File: src/rtl/fetch_queue_pkg.sv
// Shared fetch-path types: the {instruction, compressed, PC} entry handed from IF to decode,
// plus the canonical NOP and pointer sizing helper used by the fetch queue.
package fetch_queue_pkg;

    localparam int unsigned INST_W = 32;
    localparam int unsigned ADDR_W = 32;

    typedef logic [INST_W-1:0] Inst;
    typedef logic [ADDR_W-1:0] InstAddr;

    typedef struct packed {
        Inst     inst;
        logic    compressed;
        InstAddr pc;
    } FetchEntry;

    // addi x0, x0, 0
    localparam Inst NOP_INST = 32'h00000013;

    // Index bits plus one wrap bit, so full and empty are distinguishable.
    function automatic int unsigned ptr_width(input int unsigned depth);
        return $clog2(depth) + 1;
    endfunction

endpackage

File: src/rtl/fetch_queue_if.sv
// IF-to-decode handshake bundle for the fetch queue; slave is the queue, master drives it.
interface fetch_queue_if
    import fetch_queue_pkg::*;
#(
    parameter int unsigned DEPTH      = 4,
    parameter int unsigned INST_WIDTH = 32,
    parameter int unsigned ADDR_WIDTH = 32
);

    localparam int unsigned CW = ptr_width(DEPTH);

    logic                  i_flush;
    logic                  i_valid;
    logic [INST_WIDTH-1:0] i_inst;
    logic                  i_instCompressed;
    logic [ADDR_WIDTH-1:0] i_pc;
    logic                  o_ready;
    logic                  o_valid;
    logic [INST_WIDTH-1:0] o_inst;
    logic                  o_instCompressed;
    logic [ADDR_WIDTH-1:0] o_pc;
    logic                  i_ready;
    logic [CW-1:0]         o_count;

    modport slave (
        input  i_flush,
        input  i_valid,
        input  i_inst,
        input  i_instCompressed,
        input  i_pc,
        input  i_ready,
        output o_ready,
        output o_valid,
        output o_inst,
        output o_instCompressed,
        output o_pc,
        output o_count
    );

    modport master (
        output i_flush,
        output i_valid,
        output i_inst,
        output i_instCompressed,
        output i_pc,
        output i_ready,
        input  o_ready,
        input  o_valid,
        input  o_inst,
        input  o_instCompressed,
        input  o_pc,
        input  o_count
    );

endinterface

File: src/rtl/fetch_queue_ptr.sv
// Read/write pointer pair with wrap bit for the fetch queue; derives full, empty and occupancy.
module fetch_queue_ptr
    import fetch_queue_pkg::*;
#(
    parameter int unsigned DEPTH = 4
) (
    input  logic                        clk_i,
    input  logic                        rst_i,
    input  logic                        flush_i,
    input  logic                        push_i,
    input  logic                        pop_i,
    output logic [$clog2(DEPTH)-1:0]    wr_idx_o,
    output logic [$clog2(DEPTH)-1:0]    rd_idx_o,
    output logic                        full_o,
    output logic                        empty_o,
    output logic [ptr_width(DEPTH)-1:0] count_o
);

    localparam int unsigned IW = $clog2(DEPTH);
    localparam int unsigned PW = ptr_width(DEPTH);

    logic [PW-1:0] wr_ptr_q, wr_ptr_d;
    logic [PW-1:0] rd_ptr_q, rd_ptr_d;
    logic          push_ok;
    logic          pop_ok;

    assign full_o  = (wr_ptr_q[IW-1:0] == rd_ptr_q[IW-1:0]) && (wr_ptr_q[IW] != rd_ptr_q[IW]);
    assign empty_o = (wr_ptr_q == rd_ptr_q);

    // Defensive gating: an over-push or under-pop must never corrupt the pointers.
    assign push_ok = push_i && !full_o;
    assign pop_ok  = pop_i && !empty_o;

    always_comb begin
        wr_ptr_d = wr_ptr_q;
        rd_ptr_d = rd_ptr_q;
        if (rst_i || flush_i) begin
            wr_ptr_d = '0;
            rd_ptr_d = '0;
        end else begin
            if (push_ok) begin
                wr_ptr_d = wr_ptr_q + PW'(1);
            end
            if (pop_ok) begin
                rd_ptr_d = rd_ptr_q + PW'(1);
            end
        end
    end

    always_ff @(posedge clk_i) begin
        wr_ptr_q <= wr_ptr_d;
        rd_ptr_q <= rd_ptr_d;
    end

    assign wr_idx_o = wr_ptr_q[IW-1:0];
    assign rd_idx_o = rd_ptr_q[IW-1:0];
    assign count_o  = wr_ptr_q - rd_ptr_q;

endmodule

File: src/rtl/fetch_queue.sv
// Decoupling FIFO between instruction fetch and decode. Registered storage, no input-to-output
// bypass; a flush from a redirect empties it in one cycle.
module fetch_queue
    import fetch_queue_pkg::*;
#(
    parameter int unsigned DEPTH      = 4,
    parameter int unsigned INST_WIDTH = 32,
    parameter int unsigned ADDR_WIDTH = 32
) (
    input  logic          i_clock,
    input  logic          i_reset,
    fetch_queue_if.slave  bus
);

    localparam int unsigned IW = $clog2(DEPTH);
    localparam int unsigned PW = ptr_width(DEPTH);

    if (DEPTH < 2 || (DEPTH & (DEPTH - 1)) != 0) begin : gen_bad_depth
        $error("fetch_queue: DEPTH must be a power of two and at least 2");
    end

    typedef struct packed {
        logic [INST_WIDTH-1:0] inst;
        logic                  compressed;
        logic [ADDR_WIDTH-1:0] pc;
    } entry_t;

    entry_t        mem_q [DEPTH];
    entry_t        wr_entry;
    entry_t        head_entry;
    logic [IW-1:0] wr_idx;
    logic [IW-1:0] rd_idx;
    logic          full;
    logic          empty;
    logic [PW-1:0] count;
    logic          push;
    logic          pop;
    logic          wr_en;

    // Refuse pushes when full even if the head pops this cycle; keeps ready off the pop path.
    assign bus.o_ready = !full && !i_reset;
    assign bus.o_valid = !empty;

    assign push  = bus.i_valid && bus.o_ready;
    assign pop   = bus.o_valid && bus.i_ready;
    assign wr_en = push && !bus.i_flush;

    fetch_queue_ptr #(
        .DEPTH (DEPTH)
    ) u_ptr (
        .clk_i    (i_clock),
        .rst_i    (i_reset),
        .flush_i  (bus.i_flush),
        .push_i   (push),
        .pop_i    (pop),
        .wr_idx_o (wr_idx),
        .rd_idx_o (rd_idx),
        .full_o   (full),
        .empty_o  (empty),
        .count_o  (count)
    );

    assign wr_entry.inst       = bus.i_inst;
    assign wr_entry.compressed = bus.i_instCompressed;
    assign wr_entry.pc         = bus.i_pc;

    // Contents are not reset; the pointers alone decide what is live.
    always_ff @(posedge i_clock) begin
        if (wr_en) begin
            mem_q[wr_idx] <= wr_entry;
        end
    end

    always_comb begin
        head_entry.inst       = INST_WIDTH'(NOP_INST);
        head_entry.compressed = 1'b0;
        head_entry.pc         = '0;
        if (!empty) begin
            head_entry = mem_q[rd_idx];
        end
    end

    assign bus.o_inst           = head_entry.inst;
    assign bus.o_instCompressed = head_entry.compressed;
    assign bus.o_pc             = head_entry.pc;
    assign bus.o_count          = count;

endmodule

File: src/flat_wrapper.sv
// flat-port wrapper written by rule: the top's interface ports become plain ports
module fetch_queue_flat import fetch_queue_pkg::*;
#(
    parameter int unsigned DEPTH      = 4,
    parameter int unsigned INST_WIDTH = 32,
    parameter int unsigned ADDR_WIDTH = 32
)
  (i_clock, i_reset, bus_i_flush, bus_i_valid, bus_i_inst, bus_i_instCompressed, bus_i_pc, bus_i_ready, bus_o_ready, bus_o_valid, bus_o_inst, bus_o_instCompressed, bus_o_pc, bus_o_count);
  fetch_queue_if #(.DEPTH(DEPTH), .INST_WIDTH(INST_WIDTH), .ADDR_WIDTH(ADDR_WIDTH)) bus_i ();
  input  logic i_clock;
  input  logic i_reset;
  input wire logic [$bits(bus_i.i_flush)-1:0] bus_i_flush;
  input wire logic [$bits(bus_i.i_valid)-1:0] bus_i_valid;
  input wire logic [$bits(bus_i.i_inst)-1:0] bus_i_inst;
  input wire logic [$bits(bus_i.i_instCompressed)-1:0] bus_i_instCompressed;
  input wire logic [$bits(bus_i.i_pc)-1:0] bus_i_pc;
  input wire logic [$bits(bus_i.i_ready)-1:0] bus_i_ready;
  output wire logic [$bits(bus_i.o_ready)-1:0] bus_o_ready;
  output wire logic [$bits(bus_i.o_valid)-1:0] bus_o_valid;
  output wire logic [$bits(bus_i.o_inst)-1:0] bus_o_inst;
  output wire logic [$bits(bus_i.o_instCompressed)-1:0] bus_o_instCompressed;
  output wire logic [$bits(bus_i.o_pc)-1:0] bus_o_pc;
  output wire logic [$bits(bus_i.o_count)-1:0] bus_o_count;
  assign bus_i.i_flush = bus_i_flush;
  assign bus_i.i_valid = bus_i_valid;
  assign bus_i.i_inst = bus_i_inst;
  assign bus_i.i_instCompressed = bus_i_instCompressed;
  assign bus_i.i_pc = bus_i_pc;
  assign bus_i.i_ready = bus_i_ready;
  assign bus_o_ready = bus_i.o_ready;
  assign bus_o_valid = bus_i.o_valid;
  assign bus_o_inst = bus_i.o_inst;
  assign bus_o_instCompressed = bus_i.o_instCompressed;
  assign bus_o_pc = bus_i.o_pc;
  assign bus_o_count = bus_i.o_count;
  fetch_queue #(.DEPTH(DEPTH), .INST_WIDTH(INST_WIDTH), .ADDR_WIDTH(ADDR_WIDTH)) u_core (.i_clock(i_clock), .i_reset(i_reset), .bus(bus_i));
endmodule
File: config.mk
export PLATFORM = sky130hd
export DESIGN_NAME = fetch_queue_flat
export DESIGN_NICKNAME = d
export VERILOG_FILES = /design/src/rtl/fetch_queue_pkg.sv /design/src/rtl/fetch_queue_if.sv /design/src/rtl/fetch_queue_ptr.sv /design/src/rtl/fetch_queue.sv /design/src/flat_wrapper.sv
export SDC_FILE = /design/constraint.sdc
export NUM_CORES = 1
export LEC_CHECK = 0
export BUFFER_PORTS_ARGS = -buffer_cell sky130_fd_sc_hd__buf_2
export CAP_MARGIN = 20
export CORE_MARGIN = 2
export CORE_UTILIZATION = 60
export DETAILED_ROUTE_END_ITERATION = 10
export HOLD_SLACK_MARGIN = 0.12
export PLACE_DENSITY_LB_ADDON = 0.25
export SLEW_MARGIN = 15
export SYNTH_ARGS = -nofsm -noshare
export SYNTH_HDL_FRONTEND = slang
export SYNTH_SLANG_ARGS = --single-unit
File: constraint.sdc
create_clock -name i_clock -period 15.7 [get_ports i_clock]
set_input_delay 3.14 -clock i_clock [delete_from_list [all_inputs] [get_ports i_clock]]
set_output_delay 3.14 -clock i_clock [all_outputs]
set_load 0.1 [all_outputs]
# --- After elaboration in Yosys (flattened, before gate mapping) ---
# Memories as Yosys holds them, arrays and structs flattened. A register that Yosys moved wholly into a read port is not among the register bits.
# Cells that the tools add are included.
totals:
  wordCells: 26
  inputBits: 70
  mem_bits_rw: 260
  reg_bits: 6
  output_inout_bits: 70
  n_memories: 1
memory_table:
  columns: ["name", "words", "width", "read_ports", "rd_ports_with_merged_regs", "wr", "line", "source"]
  rows:
  - ["u_core.mem_q", 4, 65, 1, 1, 1, "fetch_queue.sv:28", "entry_t mem_q [DEPTH];"]
op_classes:
  muxes: 5
  n_addsub: 3
  n_reduce_logical: 12
  n_eq_ne: 3
ops:
  columns: ["operator", "count"]
  rows:
  - ["65-bit two-way mux", 1]
  - ["1-bit logical AND", 7]
  - ["3-bit by 1-bit adder with 3-bit output, second input constant", 2]
  - ["1-bit zero test", 4]
  - ["2-bit two-way mux", 2]
  - ["3-bit equality test", 1]
  - ["3-bit subtractor", 1]
  - ["2-bit equality test", 1]
  - ["1-bit two-way mux", 2]
  - ["1-bit logical OR", 1]
  - ["1-bit != test", 1]

# --- Depth between registers and ports, before layout ---
logic_depth:
  word_depth: 8
  ltp_mapped: 7

# --- Hierarchy ---
# Synthesis repeated with hierarchy kept, for this count alone.
hier_totals:
  cells_unflattened: 546
  hier_area_um2: 10236.1
modules_own_cells:
  columns: ["mod", "seq_area_each_um2", "area_each_um2", "cells_each", "n_inst"]
  rows:
  - ["fetch_queue", 7807.5, 9778.1, 493, 1]
  - ["fetch_queue_ptr", 120.1, 457.9, 53, 1]

# --- Worst setup path after synthesis ---
# OpenSTA, ideal clock, no wires.
synth_timing:
  path_kind: "in2reg"
  from: "input port bus_i_valid"
  to: "memory u_core.mem_q[0][0] in the netlist's numbering, enable pin"
  setup_ps: 581
  stages: 3
  required_ps: 15119
  slack_ps: 6878
  t_arrival_ps: 8240
  path_cell_list: "nor2b_1 -> o21ai_2 -> nor3b_1"
synth_via:
  elab_chain_len: 4
synth_rtl:
  columns: ["item", "line", "source"]
  rows:
  - ["start, declared", "flat_wrapper.sv:13", "input wire logic [$bits(bus_i.i_valid)-1:0] bus_i_valid;"]
  - ["1-bit logical AND", "fetch_queue.sv:44", "assign push = bus.i_valid && bus.o_ready;"]
  - ["1-bit logical AND", "fetch_queue.sv:46", "assign wr_en = push && !bus.i_flush;"]
  - ["1-bit two-way mux", "fetch_queue.sv:69", "if (wr_en) begin"]
  - ["1-bit two-way mux (implied by the code)", "fetch_queue.sv:70", "mem_q[wr_idx] <= wr_entry;"]
  - ["end, declared", "fetch_queue.sv:28", null]
# No other way between the ends.

# --- Final worst setup path ---
layout_timing:
  from: "input port i_reset"
  to: "output port bus_o_ready"
layout_via:
  elab_chain_len: 2
layout_rtl:
  columns: ["item", "line", "source"]
  rows:
  - ["start, declared", "flat_wrapper.sv:11", "input logic i_reset;"]
  - ["1-bit zero test", "fetch_queue.sv:41", "assign bus.o_ready = !full && !i_reset;"]
  - ["1-bit logical AND", "fetch_queue.sv:41", null]
  - ["end, declared", "flat_wrapper.sv:18", "output wire logic [$bits(bus_i.o_ready)-1:0] bus_o_ready;"]
# No other way between the ends.

==> metrics.md <==
| Metric | Value |
|---|---|
| Critical-path maximum fanout | `5` |
| Post-route ant nets | `0` |
| Unrepaired setup endpoints after global routing | `no` |
| Max VDD drop | `0.00009669 V` |
| Vias post-DR | `4908` |
| # H-tree levels | `1` |
| Worst Setup End Kind | `primary output` |
| Status | `finished clean` |
| Netlist cell types | `29` |
| Detailed placer's ending HPWL | `10.56 mm` |
| CP peak stage delay | `0.45 ns` |
| Met2 WL post-DR | `9.434 mm` |
| Inserted Diodes | `0` |
| Tmin final | `6.979 ns` |
| Power Dens Cells | `119.1 nW/um^2` |
| Max cap viols | `0` |
| Met3 routed WL | `1.164 mm` |
| Largest net degree at the start of global routing | `66` |
| Seq/Total Area, Yosys | `0.7500` |
| CP max-delay cell | `buf_2` |
| Total die area | `18790 um^2` |
| Most common cell after layout, fill and taps aside | `edfxtp_1` |
| CP Cell Sequence | `buf_2 -> a21oi_1 -> buf_2` |
| Most frequent cells in the layout | `edfxtp_1 (260), buf_2 (139), mux4_2 (65)` |
| Clock transition at path regs | `0.06 ns` |
| Final net count | `706` |
| Clk root buf | `clkbuf_16` |
| Syn_nets | `550` |
| Lkg Pwr | `4.275 nW` |
| Hold WC Path Type | `reg2reg` |
| Worst Tran Pin Value | `0.9909 ns` |
| Synthesized instance count | `472` |
| Setup repair bufs after CTS | `0` |
| Critical path required time | `12.56 ns` |
| Initial Util | `0.6142` |
| WP data arrival | `3.84 ns` |
| WL final | `18.21 mm` |
| Post-CTS Resized | `0` |
| Initial antenna violation count | `1` |
| Fillcell total | `1071` |
| Slew HR | `0.3394` |
| Top Metal Used | `met5` |
| DR WL/cell | `20.88 um` |
| Overall Power | `1.472 mW` |
| Initial DRT Pass Iterations | `4` |
| Avg Cell Area, Syn | `22.51 um^2` |
| Final hold violation count | `0` |
| Hold-fix buffers, CTS | `0` |
| Clock skew | `0.01087 ns` |
| CP Launch Type | `input pin` |
| Die Y-Extent | `137.1 um` |
| Total CTS buffers | `26` |
| Yosys synthesis warning count | `0` |
| Routability cong. | `0.7982` |
| Mapped Area | `10620 um^2` |
| Max-slew violations | `0` |
| Finish-stage setup viols | `0` |
| Flops & latches, synth | `268` |
| Vias in the first global route | `5157` |
| Buf+Inv Stages, Crit Path | `2` |
| Clock sinks | `268` |
| Share of the clock period used by the worst path | `0.4445` |
| WS Path Type | `in2out` |
| CTS tree | `done` |
| Area Growth Syn to Fin | `16.38%` |
| GRT Total Usage | `0.1991` |
| Cell family with most CP delay | `buffers and inverters` |
| Max Root-Sink Buffers | `3` |
| First-pass GRT wire length | `27.95 mm` |
| Fmax | `143.3 MHz` |
| Wl on met1 | `7.314 mm` |
| Share of layout cells above drive strength 1 | `0.4467` |
| Chip Width | `137.1 um` |
| IO Count | `140` |
| Port Buffer Count | `139` |
| # DRC | `0` |
| Drt via density | `5.628` |
| Critical Path Most Common Cell | `buf_2` |
| Hold Slack | `0.5284 ns` |
| Row cnt | `48` |
| Final TNS setup | `0 ns` |
| Clk Latency, worst-skew pair | `0.52 ns` |
| Total grt overflow | `0` |
| Core Region | `17300 um^2` |
| Initial DRC Count | `271` |
==> report_power, final <==
part           total [mW]  internal, mW  switching, mW
logic              0.0948        0.0244         0.0704
clock network       0.585         0.344          0.241
registers           0.793         0.791        0.00221
==> sequential cells by signal, indices dropped and copies added (netlist names), named ones only <==
register,cells
u_core.mem_q,260
u_core.u_ptr.rd_ptr_q,3
u_core.u_ptr.wr_ptr_q,3
==> path summary, 6_finish.rpt <==
check                           cells after the start                startpoint                       end  slack [ns]
worst min-delay path                                2  u_core.u_ptr.wr_ptr_q[0]  u_core.u_ptr.wr_ptr_q[0]        0.53
worst max-delay path                                3                   i_reset               bus_o_ready        8.72
worst max register to register                      6  u_core.u_ptr.wr_ptr_q[0]       u_core.mem_q[0][28]       13.39
worst min register to register                      2  u_core.u_ptr.wr_ptr_q[0]  u_core.u_ptr.wr_ptr_q[0]        0.53
==> cells by family (layout without fill, tap and decap cells) <==
logic type,Yosys count,in the layout,synth area share
AO/OA/AOI/OAI,6,6,0.004475
XOR/XNOR,3,3,0.003181
adder cells (fa/ha/maj),8,8,0.01013
buffers and inverters,30,205,0.01884
flip-flops,268,268,0.7500
multiplexers,71,71,0.1434
AND/OR/NAND/NOR,86,86,0.06996
==> metal layers <==
layer  track usage  vias to the layer above
met5             0                        -
met4       0.05441                        2
met3       0.04074                       31
met2        0.3466                      144
met1        0.2577                     2511
li1              -                     2220
==> Yosys cell counts <==
cell type	instances	area share
a21oi_1	1	0.00047
a21oi_2	1	0.00082
and2_1	1	0.00059
buf_2	7	0.0033
buf_4	1	0.00071
buf_6	10	0.011
clkbuf_1	4	0.0014
dfxtp_1	8	0.015
edfxtp_1	260	0.73
fa_1	1	0.0019
ha_1	7	0.0082
inv_1	8	0.0028
mux2i_1	6	0.0057
mux4_2	65	0.14
nand2_1	9	0.0032
nand4_1	1	0.00059
nand4b_1	1	0.00082
nor2_1	2	0.00071
nor2b_1	33	0.019
nor2b_4	30	0.039
nor3b_1	4	0.0028
o211a_1	1	0.00094
o211ai_1	2	0.0014
o21ai_2	1	0.00082
or2_1	3	0.0018
or3_1	2	0.0012
xnor2_1	1	0.00082
xnor2_2	1	0.0015
xor2_1	1	0.00082
==> worst reg2reg max path, stage by stage, from the launching register on <==
cell and delay, ns:
dfxtp_1 0.39, inv_1 0.11, ha_1 0.33, nand2_1 0.18, o21ai_2 0.16, nor3b_2 0.25
buf_4 0.49
==> cell type report <==
class	count	area [um^2]	share of cell area
Sequential cell	268	7975	0.6450
Multi-Input combinational cell	174	2484	0.2009
Timing Repair Buffer	150	778.2	0.06294
Clock buffer	29	683.2	0.05525
Tap cell	225	281.5	0.02277
Clock inverter	18	132.6	0.01073
Inverter	8	30.03	0.002429
==> through the flow <==
stage	area (um^2)	setup slack, ns	cells	utilization
6_report	12360	8.721	872	0.7148
5_1_grt	12360	8.720	872	0.7148
4_1_cts	12360	8.739	872	0.7148
3_5_place_dp	11550	8.742	825	0.6677
3_3_place_gp	11550	8.753	825	0.6677
2_1_floorplan	10620	6.878	472	-
(Power assumes the default switching activity.)
